===== config.mk =====
export PLATFORM = sky130hd
export DESIGN_NAME = chip8_sprite_blitter
export DESIGN_NICKNAME = d
export VERILOG_FILES = /design/src/rtl/chip8_sprite_blitter.sv
export SDC_FILE = /design/constraint.sdc
export NUM_CORES = 1
export LEC_CHECK = 0
export ABC_CLOCK_PERIOD_IN_PS = 5260
export CORE_UTILIZATION = 45
export DETAILED_ROUTE_END_ITERATION = 8
export PLACE_DENSITY_LB_ADDON = 0.1
export SETUP_SLACK_MARGIN = 0.1
export SYNTH_ARGS = -nofsm -noshare
export SYNTH_HDL_FRONTEND = slang
export SYNTH_SLANG_ARGS = --single-unit

===== constraint.sdc =====
create_clock -name clk -period 5.26 [get_ports clk]
set_input_delay 0.789 -clock clk [delete_from_list [all_inputs] [get_ports clk]]
set_output_delay 0.789 -clock clk [all_outputs]
set_load 0.03 [all_outputs]

===== src/rtl/chip8_sprite_blitter.sv =====
// CHIP-8 DXYN sprite draw: XORs an N-byte sprite into the 64x32 1bpp framebuffer in main RAM and reports VF collision.
// Define CHIP8_BLIT_CLIP_EN to clip at the screen edges instead of wrapping around.
module chip8_sprite_blitter #(
    parameter logic [11:0] FB_BASE = 12'hF00
) (
    input  logic        clk,
    input  logic        reset,
    input  logic        start,
    input  logic [7:0]  vx,
    input  logic [7:0]  vy,
    input  logic [3:0]  n,
    input  logic [11:0] i_addr,
    output logic [11:0] address_out,
    input  logic [7:0]  data_in,
    output logic [7:0]  data_out,
    output logic        write_enable,
    output logic        busy,
    output logic        done,
    output logic        collision
);
    typedef enum logic [3:0] {
        IDLE, SPR_A, SPR_W, L_A, L_W, L_WR, R_A, R_W, R_WR, DONE
    } state_t;

    state_t      state_q, state_d;
    logic [5:0]  x_q, x_d;
    logic [4:0]  y0_q, y0_d;
    logic [3:0]  n_q, n_d;
    logic [3:0]  r_q, r_d;
    logic [11:0] i_q, i_d;
    logic [7:0]  spr_q, spr_d;
    logic [7:0]  fb_q, fb_d;
    logic        collision_q, collision_d;
    logic [11:0] address_q, address_d;
    logic [7:0]  data_q, data_d;
    logic        we_q, we_d;
    logic        busy_q, busy_d;
    logic        done_q, done_d;

    logic        unused_bits;
    assign unused_bits = ^{vx[7:6], vy[7:5]};

    // Sprite split across two bytes: upper half is the left byte, lower half the right byte.
    logic [15:0] parts_c;
    logic [2:0]  sh_c, col_c;
    logic [4:0]  r_inc;
    logic        has_right, row_clipped, row_end;

    assign sh_c    = x_q[2:0];
    assign col_c   = x_q[5:3];
    assign parts_c = {spr_q, 8'h00} >> sh_c;
    assign r_inc   = {1'b0, r_q} + 5'd1;

`ifdef CHIP8_BLIT_CLIP_EN
    assign has_right   = (sh_c != 3'd0) && (col_c != 3'd7);
    assign row_clipped = ({1'b0, y0_q} + {1'b0, r_inc}) > 6'd31;
`else
    assign has_right   = (sh_c != 3'd0);
    assign row_clipped = 1'b0;
`endif

    assign row_end = (r_inc == {1'b0, n_q}) || row_clipped;

    always_comb begin
        state_d     = state_q;
        x_d         = x_q;
        y0_d        = y0_q;
        n_d         = n_q;
        r_d         = r_q;
        i_d         = i_q;
        spr_d       = spr_q;
        fb_d        = fb_q;
        collision_d = collision_q;
        case (state_q)
            IDLE: begin
                if (start) begin
                    x_d         = vx[5:0];
                    y0_d        = vy[4:0];
                    n_d         = n;
                    i_d         = i_addr;
                    r_d         = 4'd0;
                    collision_d = 1'b0;
                    state_d     = (n == 4'd0) ? DONE : SPR_A;
                end
            end
            SPR_A: state_d = SPR_W;
            SPR_W: begin
                spr_d   = data_in;
                state_d = L_A;
            end
            L_A:   state_d = L_W;
            L_W: begin
                fb_d    = data_in;
                state_d = L_WR;
            end
            L_WR: begin
                collision_d = collision_q | (|(fb_q & parts_c[15:8]));
                if (has_right) begin
                    state_d = R_A;
                end else begin
                    r_d     = r_inc[3:0];
                    state_d = row_end ? DONE : SPR_A;
                end
            end
            R_A:   state_d = R_W;
            R_W: begin
                fb_d    = data_in;
                state_d = R_WR;
            end
            R_WR: begin
                collision_d = collision_q | (|(fb_q & parts_c[7:0]));
                r_d         = r_inc[3:0];
                state_d     = row_end ? DONE : SPR_A;
            end
            DONE:    state_d = IDLE;
            default: state_d = IDLE;
        endcase
    end

    // Outputs are decoded from the next-state values so they come straight out of flops.
    logic [4:0]  y_n;
    logic [2:0]  col_n, col_r_n, sh_n;
    logic [15:0] parts_n;
    logic [11:0] row_base_n;

    assign y_n        = y0_d + {1'b0, r_d};
    assign col_n      = x_d[5:3];
    assign col_r_n    = col_n + 3'd1;
    assign sh_n       = x_d[2:0];
    assign parts_n    = {spr_d, 8'h00} >> sh_n;
    assign row_base_n = FB_BASE + {4'h0, y_n, 3'b000};

    always_comb begin
        address_d = 12'h000;
        data_d    = 8'h00;
        we_d      = 1'b0;
        busy_d    = (state_d != IDLE) && (state_d != DONE);
        done_d    = (state_d == DONE);
        case (state_d)
            SPR_A, SPR_W: address_d = i_d + {8'h00, r_d};
            L_A, L_W:     address_d = row_base_n + {9'h000, col_n};
            L_WR: begin
                address_d = row_base_n + {9'h000, col_n};
                data_d    = fb_d ^ parts_n[15:8];
                we_d      = 1'b1;
            end
            R_A, R_W:     address_d = row_base_n + {9'h000, col_r_n};
            R_WR: begin
                address_d = row_base_n + {9'h000, col_r_n};
                data_d    = fb_d ^ parts_n[7:0];
                we_d      = 1'b1;
            end
            default: address_d = 12'h000;
        endcase
    end

    always_ff @(posedge clk) begin
        if (reset) begin
            state_q     <= IDLE;
            x_q         <= 6'd0;
            y0_q        <= 5'd0;
            n_q         <= 4'd0;
            r_q         <= 4'd0;
            i_q         <= 12'h000;
            spr_q       <= 8'h00;
            fb_q        <= 8'h00;
            collision_q <= 1'b0;
            address_q   <= 12'h000;
            data_q      <= 8'h00;
            we_q        <= 1'b0;
            busy_q      <= 1'b0;
            done_q      <= 1'b0;
        end else begin
            state_q     <= state_d;
            x_q         <= x_d;
            y0_q        <= y0_d;
            n_q         <= n_d;
            r_q         <= r_d;
            i_q         <= i_d;
            spr_q       <= spr_d;
            fb_q        <= fb_d;
            collision_q <= collision_d;
            address_q   <= address_d;
            data_q      <= data_d;
            we_q        <= we_d;
            busy_q      <= busy_d;
            done_q      <= done_d;
        end
    end

    assign address_out  = address_q;
    assign data_out     = data_q;
    assign write_enable = we_q;
    assign busy         = busy_q;
    assign done         = done_q;
    assign collision    = collision_q;
endmodule


==> metrics, run 1 <==
cell with the most instances after synthesis dfxtp_1; Clk pwr share 28.6%; CORE AREA just under 10000 sq um; final cell count without fillers around 750; mux contribution to synthesized area around a tenth; clk root buf clkbuf_8; Rel. slew slack 28.7%; initial antenna violation count 0; Max Cap Viol 0; first-pass GRT wire length just over 20 mm; Flop pwr share between 40% and 50%; post-CTS setup buffers 0; Initial DRT Pass Iterations 5; Chip Width 103 um; Yosys cell types 70; post-route ant nets 0; actual slew at the worst max-slew pin 1.07 ns; EDFF count, synth 0; die area approximately 11000 sq um; n_diodes 0; sw frac 33.8%; count of final hold-check violations 0; worst skew pair latency 0.36 ns; mapped cell area between 4000 and 5000 sq um; Lkg Pwr roughly 2.1 nW; Synth area leaders dfxtp_1 (33%), mux2i_1 (9.2%), nand2_1 (5.7%); NetSw about 500 uW; DR vias 4298; skew final 0.0114 ns; design area 5400 sq um; initial core utilization around 47%; Die H about 100 um; CTS tree done; Synth Area in Compound Gates 22.1%; total internal power ~960 uW; Post-CTS Hold Buffers 0; Iteration-0 DRC Markers about 170; clk buf depth 2; post_cts resized 0; Comb pwr share 27.3%; ratio of cells with drive above 1 in the final layout under 10%; half-perimeter wire length after placement slightly above 9 mm; CTS HTree Levels 3; crit path kind primary input to register; Final nets about 660; Commonest cells post-synth dfxtp_1 (75), nand2_1 (70), nor2_1 (68); Synth Instances ~570; Vias/cell around 5.8; critical path peak fanout 33; crit path capture type register; Reg clk slew, reported paths about 0.08 ns; Area Overhead vs Synth 17.7%; status complete, no violations; Main synth FF type dfxtp_1; global placement routability congestion approximately 0.94; post-DR wirelength/cell 17.0 um; vias in the first global route roughly 4100; syn nets between 600 and 700; Synth Area in Simple Gates between 20% and 30%; Synth async-reset ratio 0%; largest family of logic cells by synthesized area simple AND/OR/NAND/NOR gates; CTS Buf Count 9; fin. max-slew vios 0; period utilisation layout around 70%; cell row count 36; VDD IR max roughly 130 uV; total gr overflow 0; critical path arrival 3.97 ns; R2R setup slack ~1.6 ns; Pwr Density between 200 and 300 nW/um^2; Yosys top cell area share around 33%; Post-DP Area around 5200 sq um; Avg Inst Size Synth just over 8 sq um; GRT Util Overall approximately a quarter; Placed Instances between 700 and 800; RSZ-0062 raised after global routing false; CP startpoint kind primary input; CP Data Required Time 5.48 ns; yosys warns 0; WHS roughly 0.47 ns; I/O pins 67; DRC viols 0; Sink Count 75; Total Wirelength between 10 and 15 mm; Synth area leader dfxtp_1; Max Freq around 270 MHz; total power roughly 1.4 mW; XOR/XNOR Fraction of Synth Area under 10%; Tmin final between 3 and 4 ns; Adder-Cell Fraction of Synth Area under 10%; Min-Delay Path Class register to register; #FFs+latches synth between 70 and 80; Port Buf Inserts ~60; largest net degree at the start of global routing 68; Setup Viol. Count Final 0; Seq/Total Area, Yosys 32.7%; Setup TNS 0 ns
kinds of logic (layout without fill, tap and decap cells):
group,Yosys count,after routing
AO/OA/AOI/OAI,148,148
XOR/XNOR,18,18
adder cells (fa/ha/maj),12,12
buffers and inverters,49,93
flip-flops,75,75
multiplexers,48,48
AND/OR/NAND/NOR,218,218
per-layer routing:
metal	GRT usage (%)	wire, um	vias to the layer above
met1	30.5	5570	2013
met2	43.0	5950	138
met4	11.1	422	0
met3	5.63	712	29
li1	-	-	2118
met5	0	0	-
flip-flops by register name, summed over array words and instances, names as in the netlist:
signal,cells
address_out,12
busy,1
collision,1
data_out,8
done,1
fb_q,8
i_q,12
n_q,4
r_q,4
spr_q,8
state_q,4
write_enable,1
x_q,6
y0_q,5
critical path, cell delays in order:
cell	delay, ns
clkdlybuf4s50_1	0.60
nand2b_1	0.32
nor2_8	0.57
nand2_1	0.15
nand2_1	0.09
ha_1	0.20
a21o_1	0.13
a21o_1	0.14
a21oi_1	0.09
or3_4	0.41
a211oi_2	0.21
xor2_1	0.17
o22ai_1	0.08
cells in the final DEF, fill, tap and decap left out, types with 11 or more instances in the layout:
cell type and instances:
mux2i_1 42, clkdlybuf4s50_1 60, nand3_1 14, nor2_1 68, inv_1 11, nor2b_1 11
nor3_1 15, nand2_1 70, dfxtp_1 75, a21oi_1 43, clkbuf_8 11, o21ai_0 15
stage by stage:
step,setup slack (ns),util [%]
after floorplan,1.94,-
after global placement,1.22,53.2
after detailed placement,1.16,53.2
after CTS,1.51,55.0
after global routing,1.27,55.0
final,1.51,55.0
power by group through the flow:
stage / registers [mW] / logic, mW / clock network, mW
finish: 0.636 / 0.394 / 0.413
floorplan: 0.651 / 0.270 / 0
global route: 0.642 / 0.431 / 0.455
CTS: 0.635 / 0.393 / 0.429
global placement: 0.647 / 0.388 / 0
detailed placement: 0.648 / 0.391 / 0
cell type report:
| class | instances | area (sq um) |
|---|---|---|
| Sequential cell | 75 | 1500 |
| Multi-Input combinational cell | 444 | 2870 |
| Inverter | 12 | 45.0 |
| Tap cell | 133 | 166 |
| Clock buffer | 11 | 151 |
| Fill cell | 956 | 4420 |
| Timing Repair Buffer | 66 | 643 |
| Clock inverter | 4 | 26.3 |
worst paths after layout:
check                         start                         end  cells after the start
setup / recovery              start  address_out[11]$_SDFF_PP0_                     13
hold / removal    i_q[2]$_SDFF_PP0_           i_q[2]$_SDFF_PP0_                      2
setup reg to reg  x_q[1]$_SDFF_PP0_  address_out[11]$_SDFF_PP0_                     13
hold reg to reg   i_q[2]$_SDFF_PP0_           i_q[2]$_SDFF_PP0_                      2
(Power assumes the default switching activity.)
==> run 2, diff against run 1 <==
--- a/config.mk
+++ b/config.mk
@@ -5,7 +5,7 @@
 export SDC_FILE = /design/constraint.sdc
 export NUM_CORES = 1
 export LEC_CHECK = 0
-export ABC_CLOCK_PERIOD_IN_PS = 5260
+export ABC_CLOCK_PERIOD_IN_PS = 3200
 export CORE_UTILIZATION = 45
 export DETAILED_ROUTE_END_ITERATION = 8
 export PLACE_DENSITY_LB_ADDON = 0.1
==> constraint.sdc (replaced) <==
create_clock -name clk -period 3.2 [get_ports clk]
set_input_delay 0.48 -clock clk [delete_from_list [all_inputs] [get_ports clk]]
set_output_delay 0.48 -clock clk [all_outputs]
set_load 0.03 [all_outputs]
==> run 2 against run 1 <==
  * Register-to-register slack lost 1.3 ns
  * Utilization rose by 3.0 points
  * Cell count grew 4.8%
  * Critical path type is now register to register
  * Highest routed layer unchanged
==> metrics, run 2 (same netlist as run 1, synthesis figures left out) <==
sw frac about 34%; Post-DP Area roughly 5500 sq um; CORE AREA between 9000 and 10000 sq um; Comb pwr share 29.4%; global placement routability congestion approximately 0.90; critical path arrival 3.14 ns; count of final hold-check violations 0; GRT Util Overall between 20% and 30%; highest routed layer met4; I/O pins 67; Area Overhead vs Synth 24.1%; CTS Buf Count 9; die area 10600 sq um; Vias/cell 5.71; VDD IR max approximately 260 uV; Chip Width 103 um; hold path cells 2; total internal power approximately 1.6 mW; Clk pwr share 28.6%; Iteration-0 DRC Markers 202; total power around 2.5 mW; commonest cells after routing, fill and taps aside dfxtp_1 (72), nand2_1 (70), nor2_1 (67); worst skew pair latency 0.36 ns; period utilisation layout between 90% and 100%; post-DR wirelength/cell ~17 um; Total Wirelength 13.3 mm; actual slew at the worst max-slew pin roughly 0.72 ns; CP startpoint kind register; Initial DRT Pass Iterations 5; Port Buf Inserts between 60 and 70; Flop pwr share 42.0%; DR vias about 4500; design area approximately 5700 sq um; CTS tree done; crit path kind register to register; fin. max-slew vios 0; Rel. slew slack between 50 and 60%; hold path start y0_q[2]$_SDFF_PP0_; met2 routed WL between 6 and 7 mm; ratio of cells with drive above 1 in the final layout roughly an eighth; cell row count 36; largest net degree at the start of global routing between 60 and 70; half-perimeter wire length after placement 10.1 mm; initial core utilization between 40% and 50%; most common cell after layout, fill and taps aside dfxtp_1; Lkg Pwr approximately 2.3 nW; skew final 0.00969 ns; critical path peak fanout 8; post-route ant nets 0; initial antenna violation count 0; vias in the first global route around 4300; status complete, no violations; Tmin final just under 3 ns; Die H 103 um; DRC viols 0; CTS HTree Levels 3; WHS about 0.47 ns; crit path capture type register; Met1 Wirelength between 5 and 6 mm; R2R setup slack about 0.29 ns; clk buf depth 2; worst reg2reg path depth 13; RSZ-0062 raised after global routing false; WHS Endpoint y0_q[2]$_SDFF_PP0_; Max Cap Viol 0; CP Data Required Time about 3.4 ns; NetSw roughly 830 uW; clk root buf clkbuf_8; Setup Viol. Count Final 0; post-CTS setup buffers 0; total gr overflow 0; worst r2r dst address_out[11]$_SDFF_PP0_; Max Freq approximately 340 MHz; n_diodes 0; Min-Delay Path Class register to register; Final nets 698; Pwr Density between 400 and 500 nW/um^2; DR WL met3 ~560 um; reg2reg start state_q[2]$_SDFF_PP0_; Reg clk slew, reported paths about 0.08 ns; first-pass GRT wire length between 20 and 25 mm; Sink Count between 70 and 80
[run 2: cell count changes in the layout (fill, tap and decap cells not counted), sizes merged]
| cell | before | now |
|---|---|---|
| clkinv | 4 | 2 |
| inv | 11 | 12 |
| buf | 6 | 41 |
| dlymetal6s2s | 0 | 1 |
| clkdlybuf4s50 | 60 | 59 |
| clkinvlp | 1 | 3 |
[run 2: routing by layer]
layer	GRT usage [%]	vias up
met5	0	-
met4	13.7	0
met3	3.46	24
met2	48.0	146
met1	31.7	2093
li1	-	2194
[run 2: through the flow]
stage,cells,setup WS [ns],setup TNS [ns],utilization [%]
2_1_floorplan,568,0.111,0,-
3_3_place_gp,765,-0.0657,-0.282,55.9
3_5_place_dp,765,-0.122,-0.474,55.9
4_1_cts,781,0.190,0,57.8
5_1_grt,781,0.115,0,58.0
6_report,781,0.290,0,58.0
[run 2: worst max path at each step]
stage | to | slack [ns] | startpoint
floorplan | address_out[11]$_SDFF_PP0_ | 0.11 | state_q[0]$_SDFF_PP0_
global placement | address_out[10]$_SDFF_PP0_ | -0.07 | start
detailed placement | address_out[11]$_SDFF_PP0_ | -0.12 | start
CTS | address_out[11]$_SDFF_PP0_ | 0.19 | state_q[2]$_SDFF_PP0_
global route | address_out[10]$_SDFF_PP0_ | 0.11 | state_q[3]$_SDFF_PP0_
finish | address_out[11]$_SDFF_PP0_ | 0.29 | state_q[2]$_SDFF_PP0_
[run 2: power groups by stage]
stage               Sequential (mW)  Clock [mW]  Combinational, mW
global route                   1.04       0.760              0.790
CTS                            1.03       0.720              0.720
detailed placement             1.05           0              0.714
global placement               1.05           0              0.709
floorplan                      1.07           0              0.445
finish                         1.03       0.700              0.722
[run 2: repair_timing]
item                       CTS  global route
resized for setup            0             7
setup endpoints to repair    0             7
hold buffers                 0             0
[run 2: worst max-delay path: stages (launching register included)]
cell      delay, ns
dfxtp_2        0.37
buf_4          0.18
or3_1          0.48
nor2_8         0.17
buf_4          0.18
nand2_1        0.08
nand2_1        0.07
ha_1           0.19
a21o_1         0.14
a21oi_1        0.08
or3_4          0.40
a211oi_2       0.20
xor2_1         0.17
o22ai_1        0.08
[run 2: final cells by class]
class / instances / area (sq um)
clock buffer: 11 / 151
sequential: 75 / 1510
multi-input combinational: 444 / 2880
clock inverter: 5 / 36.3
tap: 133 / 166
fill: 975 / 4130
timing repair buffer: 101 / 908
inverter: 12 / 45.0
